`src/rtl/sigma_delta_adc_ctrl.sv`:
```
// Capture sequencer between the sigma-delta ADC harness and a downstream consumer.
// Discards CIC settling strobes, then captures a burst or stream through a one-deep holding register.
module sigma_delta_adc_ctrl #(
   parameter int unsigned ADC_BITLEN     = 24,
   parameter int unsigned SETTLE_SAMPLES = 4,
   parameter int unsigned COUNT_W        = 16
) (
   input  logic                  clk_i,
   input  logic                  rst_i,
   input  logic                  start_i,
   input  logic                  stop_i,
   input  logic [COUNT_W-1:0]    burst_len_i,
   output logic                  adc_en_o,
   input  logic [ADC_BITLEN-1:0] adc_data_i,
   input  logic                  adc_valid_i,
   output logic [ADC_BITLEN-1:0] out_data_o,
   output logic                  out_valid_o,
   input  logic                  out_ready_i,
   output logic                  busy_o,
   output logic                  done_o,
   output logic                  overrun_o,
   output logic [COUNT_W-1:0]    ovr_count_o
);

   localparam logic [1:0] S_IDLE    = 2'd0;
   localparam logic [1:0] S_SETTLE  = 2'd1;
   localparam logic [1:0] S_CAPTURE = 2'd2;
   localparam logic [1:0] S_DRAIN   = 2'd3;

   localparam int unsigned     SET_W       = (SETTLE_SAMPLES > 1) ? $clog2(SETTLE_SAMPLES) : 1;
   localparam logic [SET_W-1:0] SETTLE_LAST = SET_W'(SETTLE_SAMPLES - 1);

   logic [1:0]            state_q,      state_d;
   logic [SET_W-1:0]      settle_cnt_q, settle_cnt_d;
   logic [COUNT_W-1:0]    cap_cnt_q,    cap_cnt_d;
   logic [COUNT_W-1:0]    burst_len_q,  burst_len_d;
   logic [ADC_BITLEN-1:0] out_data_q,   out_data_d;
   logic                  out_valid_q,  out_valid_d;
   logic                  overrun_q,    overrun_d;
   logic [COUNT_W-1:0]    ovr_count_q,  ovr_count_d;
   logic                  done_q,       done_d;
   logic                  load;

   always_comb begin
      state_d      = state_q;
      settle_cnt_d = settle_cnt_q;
      cap_cnt_d    = cap_cnt_q;
      burst_len_d  = burst_len_q;
      out_data_d   = out_data_q;
      out_valid_d  = out_valid_q;
      overrun_d    = overrun_q;
      ovr_count_d  = ovr_count_q;
      done_d       = 1'b0;
      load         = 1'b0;

      case (state_q)
         S_IDLE: begin
            if (start_i) begin
               burst_len_d  = burst_len_i;
               overrun_d    = 1'b0;
               ovr_count_d  = '0;
               settle_cnt_d = '0;
               cap_cnt_d    = '0;
               state_d      = S_SETTLE;
            end
         end
         S_SETTLE: begin
            if (stop_i) begin
               state_d = S_IDLE;
            end else if (adc_valid_i) begin
               if (settle_cnt_q == SETTLE_LAST) begin
                  state_d = S_CAPTURE;
               end else begin
                  settle_cnt_d = settle_cnt_q + SET_W'(1);
               end
            end
         end
         S_CAPTURE: begin
            if (stop_i) begin
               state_d = S_DRAIN;
            end else if (adc_valid_i) begin
               // Register is free if empty or being emptied by this cycle's handshake.
               if (!out_valid_q || out_ready_i) begin
                  load       = 1'b1;
                  out_data_d = adc_data_i;
                  if (cap_cnt_q != '1) begin
                     cap_cnt_d = cap_cnt_q + COUNT_W'(1);
                  end
                  if ((burst_len_q != '0) && (cap_cnt_q == burst_len_q - COUNT_W'(1))) begin
                     state_d = S_DRAIN;
                  end
               end else begin
                  overrun_d = 1'b1;
                  if (ovr_count_q != '1) begin
                     ovr_count_d = ovr_count_q + COUNT_W'(1);
                  end
               end
            end
         end
         S_DRAIN: begin
            if (!out_valid_q || out_ready_i) begin
               state_d = S_IDLE;
               done_d  = 1'b1;
            end
         end
         default: state_d = S_IDLE;
      endcase

      if (load) begin
         out_valid_d = 1'b1;
      end else if (out_valid_q && out_ready_i) begin
         out_valid_d = 1'b0;
      end
   end

   always_ff @(posedge clk_i) begin
      if (rst_i) begin
         state_q      <= S_IDLE;
         settle_cnt_q <= '0;
         cap_cnt_q    <= '0;
         burst_len_q  <= '0;
         out_data_q   <= '0;
         out_valid_q  <= 1'b0;
         overrun_q    <= 1'b0;
         ovr_count_q  <= '0;
         done_q       <= 1'b0;
      end else begin
         state_q      <= state_d;
         settle_cnt_q <= settle_cnt_d;
         cap_cnt_q    <= cap_cnt_d;
         burst_len_q  <= burst_len_d;
         out_data_q   <= out_data_d;
         out_valid_q  <= out_valid_d;
         overrun_q    <= overrun_d;
         ovr_count_q  <= ovr_count_d;
         done_q       <= done_d;
      end
   end

   assign adc_en_o    = (state_q == S_SETTLE) || (state_q == S_CAPTURE);
   assign busy_o      = (state_q != S_IDLE);
   assign done_o      = done_q;
   assign out_data_o  = out_data_q;
   assign out_valid_o = out_valid_q;
   assign overrun_o   = overrun_q;
   assign ovr_count_o = ovr_count_q;

endmodule

```
`config.mk`:
```
export PLATFORM = sky130hd
export DESIGN_NAME = sigma_delta_adc_ctrl
export DESIGN_NICKNAME = d
export VERILOG_FILES = /design/src/rtl/sigma_delta_adc_ctrl.sv
export SDC_FILE = /design/constraint.sdc
export NUM_CORES = 1
export LEC_CHECK = 0
export ABC_CLOCK_PERIOD_IN_PS = 2600
export CAP_MARGIN = 20
export CORE_MARGIN = 1.5
export CORE_UTILIZATION = 45
export CTS_BUF_LIST = sky130_fd_sc_hd__clkbuf_16
export CTS_CLUSTER_DIAMETER = 120
export CTS_CLUSTER_SIZE = 24
export DETAILED_ROUTE_END_ITERATION = 8
export PLACE_DENSITY = 0.79
export SYNTH_ARGS = -nofsm -noshare
export SYNTH_HDL_FRONTEND = slang
export SYNTH_SLANG_ARGS = --single-unit
```
`constraint.sdc`:
```
create_clock -name clk_i -period 2.6 [get_ports clk_i]
set_clock_uncertainty 0.15 [all_clocks]
set_input_delay 0.52 -clock clk_i [delete_from_list [all_inputs] [get_ports clk_i]]
set_output_delay 0.52 -clock clk_i [all_outputs]
set_load 0.01 [all_outputs]
```
=== After elaboration in Yosys (flattened, before gate mapping) ===
Index checks and enable logic that the tools add are counted.

* Logic and storage cells: 94
* Input bits: 46
* Register bits after elaboration: 79

* Reduce and logical (&&, ||, !) cells: 19
* Bitwise gates (word level): 2
* Equality and inequality tests: 23
* Muxes and demuxes: 37
* $add $sub $neg: 4

{| class="wikitable"
|+ Operators by type and width
! cell !! number
|-
| $mux 16 || 9
|-
| $pmux 16 s2 || 2
|-
| $add 16x1->16 const B || 2
|-
| $ne 16x16->1 const B || 2
|-
| $mux 2 || 13
|-
| $ne 2x2->1 const B || 11
|-
| $eq 16x16->1 || 1
|-
| $reduce_bool 16->1 || 1
|-
| $sub 16x1->16 const B || 1
|-
| $ne 3x3->1 const B || 5
|-
| $reduce_and 6->1 || 2
|-
| $mux 1 || 10
|-
| $reduce_and 5->1 || 2
|-
| $pmux 2 s4 || 1
|-
| $reduce_bool 2->1 || 4
|-
| $reduce_and 7->1 || 1
|-
| $eq 2x2->1 const B || 3
|-
| $pmux 2 s2 || 1
|-
| $reduce_and 4->1 || 1
|-
| $add 2x1->2 const B || 1
|-
| $eq 2x1->1 const B || 1
|-
| $logic_and 1x1->1 || 2
|-
| $logic_not 2->1 || 1
|-
| $logic_or 1x1->1 || 2
|-
| 5 further kinds || 6
|}

=== Depth between registers and ports, before layout ===
* Depth in word-level cells: 8
* Gate-level depth with buffers: 11
* Depth with buffers taken out: 9

=== Worst setup path before layout ===
No wires, ideal clock.

* Path type: reg-to-reg
* From: register burst_len_q[0]
* To: register with a tool-made name
* Clock period less this slack: 2.597 ns
* Path buffers: 1
* Stages on the path, launching flop included: 9
* Data required time: 2.329 ns
* Slack: 0.003 ns
* Library setup time: 0.121 ns
* Data arrival time: 2.327 ns
* Path through: dfxtp_1 buf_2 or4_4 nor3_1 mux2_2 a221o_1 nor4_2 o41ai_1 o21bai_1

{| class="wikitable"
|+ RTL lines
! what !! line !! RTL
|-
| from (decl) || 36 || <nowiki>logic [COUNT_W-1:0] burst_len_q, burst_len_d;</nowiki>
|-
| from (signal assigned) || 131 || <nowiki>burst_len_q <= burst_len_d;</nowiki>
|}

==> out/qor.yml <==
yosys:
  postSynthCellCount: 485
  netlist.area_leader.share_pct: 41.0
  yosysSeqAreaShare_pct: 41.0
  synthDistinctLibCells: 50
  syn_nets: 539
  synth_largest_area_cell: "sky130_fd_sc_hd__dfxtp_1"
  postSynth.asyncResetShare_pct: 0
  main_area_contributors_after_synthesis: "sky130_fd_sc_hd__dfxtp_1, sky130_fd_sc_hd__nand2_1, sky130_fd_sc_hd__a21oi_1, sky130_fd_sc_hd__xnor2_1, sky130_fd_sc_hd__nor2_1"
  yosys_warnings: 0
  ys_seq_elements: 79
  synth-edff-count: 0
  synthesis.area_per_instance_um2: 7.96
  dominant_register_cell_in_the_synthesized_netlist: "sky130_fd_sc_hd__dfxtp_1"
  synth_area_um2: 3860
clock_tree:
  cts.sink_count: 79
  htreeDepth: 3
  tritoncts: "yes"
  post-cts-setup-buffers: 0
  clock_latency_ns: 0.33
  clockRootBuffer: "sky130_fd_sc_hd__clkbuf_16"
  clock_path_buffers: 2
  clk_pin_slew_ns: 0.07
  postCtsHoldBufs: 0
  cts_made_buffers: 9
layout:
  final_cell_mix: "sky130_fd_sc_hd__nand2_1, sky130_fd_sc_hd__clkdlybuf4s50_1, sky130_fd_sc_hd__dfxtp_1, sky130_fd_sc_hd__a21oi_1, sky130_fd_sc_hd__nor2_1"
  number_of_non_filler_instances_in_the_completed_layout: 713
  layout.cell_area.non_filler_um2: 5430
  antenna_cells: 0
  drive_above_1_share_pct: 13.0
  mostFrequentLayoutCell: "sky130_fd_sc_hd__nand2_1"
  flow.area_growth_from_synthesis_pct: 40.7
  design.final.nets: 657
  fillers: 669
sta:
  grt_setup_unrepaired: "true"
  period_minus_slack_ns: 2.53
  max_slew_vio_count: 0
  fin_crit_sh_pct: 97.2
  timing.hold.ws_ns: 0.304
  hold_viol_final: 0
  max_slew.worst_pin.slew_ns: 0.549
  max_clock_freq_mhz: 396
  setup_violations: 0
  relSlewSlack_pct: 63.4
pwr:
  p_leak_nw: 1.98
  cellPowerDensity_nw_per_um2: 661
  totalPowerFinal_w: 0.00359
  ir_worst_vdd_v: 0.000461
run:
  max_cap_violations: 0
route:
  vias: 3779
  drt-total-wl_um: 9830
  drc: 0
  firstDrtPassIters: 4
  detail_route.vias_per_cell: 5.30
  route.detailed.wl_per_inst_um: 13.8
  antenna_violating_nets_remaining: 0
  violation_count_after_the_first_detailed_route_iteration: 153
min_path:
  worst_hold_path_type: "flip-flop to flip-flop"
placed_design:
  place.port_buffers: 90
  placedCellCount: 697
  post-dp-hpwl_um: 7150
  dpl_cell_area_um2: 5100
  final_replace_weighted_congestion: 0.902
setup_path:
  worst_setup_path_start_kind: "flip-flop"
  critical-path-top-delay-family: "simple AND/OR/NAND/NOR gates"
  crit_arrival_ns: 2.60
  cpMaxStageDelayCell: "sky130_fd_sc_hd__or4_4"
  crit_required_ns: 2.67
  worstSetupPathType: "flip-flop to flip-flop"
  crit_fanout: 4
  worst-path-buf-inv: 1
  worstSetupEndpointType: "flip-flop"
  crit_chain: "or4_4 > buf_4 > nor4_4 > mux2i_1 > a221o_1 > nor4_4 > o41ai_1 > o21bai_1"
  crit_top_cell: "sky130_fd_sc_hd__nor4_4"
  stage_delay_of_the_slowest_cell_on_the_critical_path_ns: 0.54
floorplanning:
  floorplan.die.height_um: 95.6
  chipWidth_um: 95.6
  die_area_um2: 9150
  start_util_pct: 46.8
  design.portCount: 91
  fp-row-count: 33
  core_um2: 8260
grt:
  globalRouteOverflowTotal: 0
  wire_length_of_the_first_global_routing_pass_um: 16100
  grt_pass1_vias: 3675
  grt_start_max_net_pins: 40
  grtUsageTotal_pct: 22.5
  grt_antenna_before_repair: 0
status:
  run_status: "complete, no violations"
==> path summary, 6_finish.rpt <==
| check | startpoint | end | slack [ns] | depth (start not counted) |
|---|---|---|---|---|
| worst max-delay path | burst_len_q[4] | flip-flop | 0.07 | 8 |
| worst min-delay path | out_data_o[17] | out_data_o[17] | 0.30 | 2 |
| worst max register to register | burst_len_q[4] | flip-flop | 0.07 | 8 |
| worst min register to register | out_data_o[17] | out_data_o[17] | 0.30 | 2 |
==> where the power goes <==
part / total, W / internal, W / switching (W) / leakage (nW)
Sequential: 0.00132 / 0.00127 / 0.0000486 / 0.640
Combinational: 0.00110 / 0.000521 / 0.000576 / 1.21
Clock: 0.00117 / 0.000656 / 0.000519 / 0.136
Total: 0.00359 / 0.00245 / 0.00114 / 1.98
==> flip-flops by register name, summed over array words and instances (netlist names), named ones only <==
name	count
settle_cnt_q	2
state_q	1
out_valid_o	1
done_o	1
burst_len_q	16
out_data_o	24
overrun_o	1
ovr_count_o	16
cap_cnt_q	16
==> worst register-to-register path, cell delays in order, from the launching register on <==
cell and delay (ns):
sky130_fd_sc_hd__dfxtp_1 0.31, sky130_fd_sc_hd__or4_4 0.54, sky130_fd_sc_hd__buf_4 0.18, sky130_fd_sc_hd__nor4_4 0.27
sky130_fd_sc_hd__mux2i_1 0.11, sky130_fd_sc_hd__a221o_1 0.36, sky130_fd_sc_hd__nor4_4 0.24, sky130_fd_sc_hd__o41ai_1 0.09
sky130_fd_sc_hd__o21bai_1 0.16
==> final cells by class <==
| cell class | count | area, um2 | share of cell area, % |
|---|---|---|---|
| clock buffer | 9 | 225 | 4.15 |
| clock inverter | 7 | 56.3 | 1.04 |
| inverter | 11 | 41.3 | 0.760 |
| multi-input combinational | 371 | 2190 | 40.3 |
| sequential | 79 | 1580 | 29.2 |
| tap | 105 | 131 | 2.42 |
| timing repair buffer | 131 | 1200 | 22.2 |
==> Yosys cell counts (all sizes together) (2+ instances only) <==
cell and instances:
a21boi 2, a21oi 55, a31oi 3, and2 2
and3 4, and4 5, clkbuf 23, dfxtp 79
ha 8, inv 11, mux2i 3, nand2 95
nand2b 5, nand3 12, nand3b 2, nand4 10
nor2 46, nor2b 6, nor3 15, nor3b 4
nor4 5, o2111ai 2, o21ai 9, o21bai 2
o221ai 2, or2 2, or3 8, or3b 2
or4 5, xnor2 26, xor2 18
==> stage by stage <==
stage / util [%] / setup WS [ns] / TNS, ns
2_1_floorplan: - / 0.00251 / 0
3_3_place_gp: 61.8 / -0.121 / -0.807
3_5_place_dp: 61.8 / -0.197 / -1.73
4_1_cts: 65.3 / 0.00198 / 0
5_1_grt: 65.8 / -0.0657 / -0.116
6_report: 65.8 / 0.0726 / 0
==> cells by family after synthesis <==
kind of cell	count (synthesis)	synth area share [%]
compound gates	85	12.9
mux	4	1.07
buf+inv	35	3.43
simple gates	230	29.1
fa+ha+maj	8	2.59
flops	79	41.0
xor+xnor	44	9.98
==> timing repair <==
item | CTS | global route
resized for setup | 2 | 9
endpoints found under the setup margin | 2 | 12
pin swaps | 2 | 2
==> routing by layer <==
metal  vias to the layer above  track usage (%)  part of all wire (%)
li1                       1899                -                     -
met1                      1775             26.9                    42
met2                        92             38.0                    49
met3                        13             7.74                   6.9
met4                         0             6.37                   1.2
met5                         -                0                     0
No activity file was read; power rests on OpenSTA's default activity.
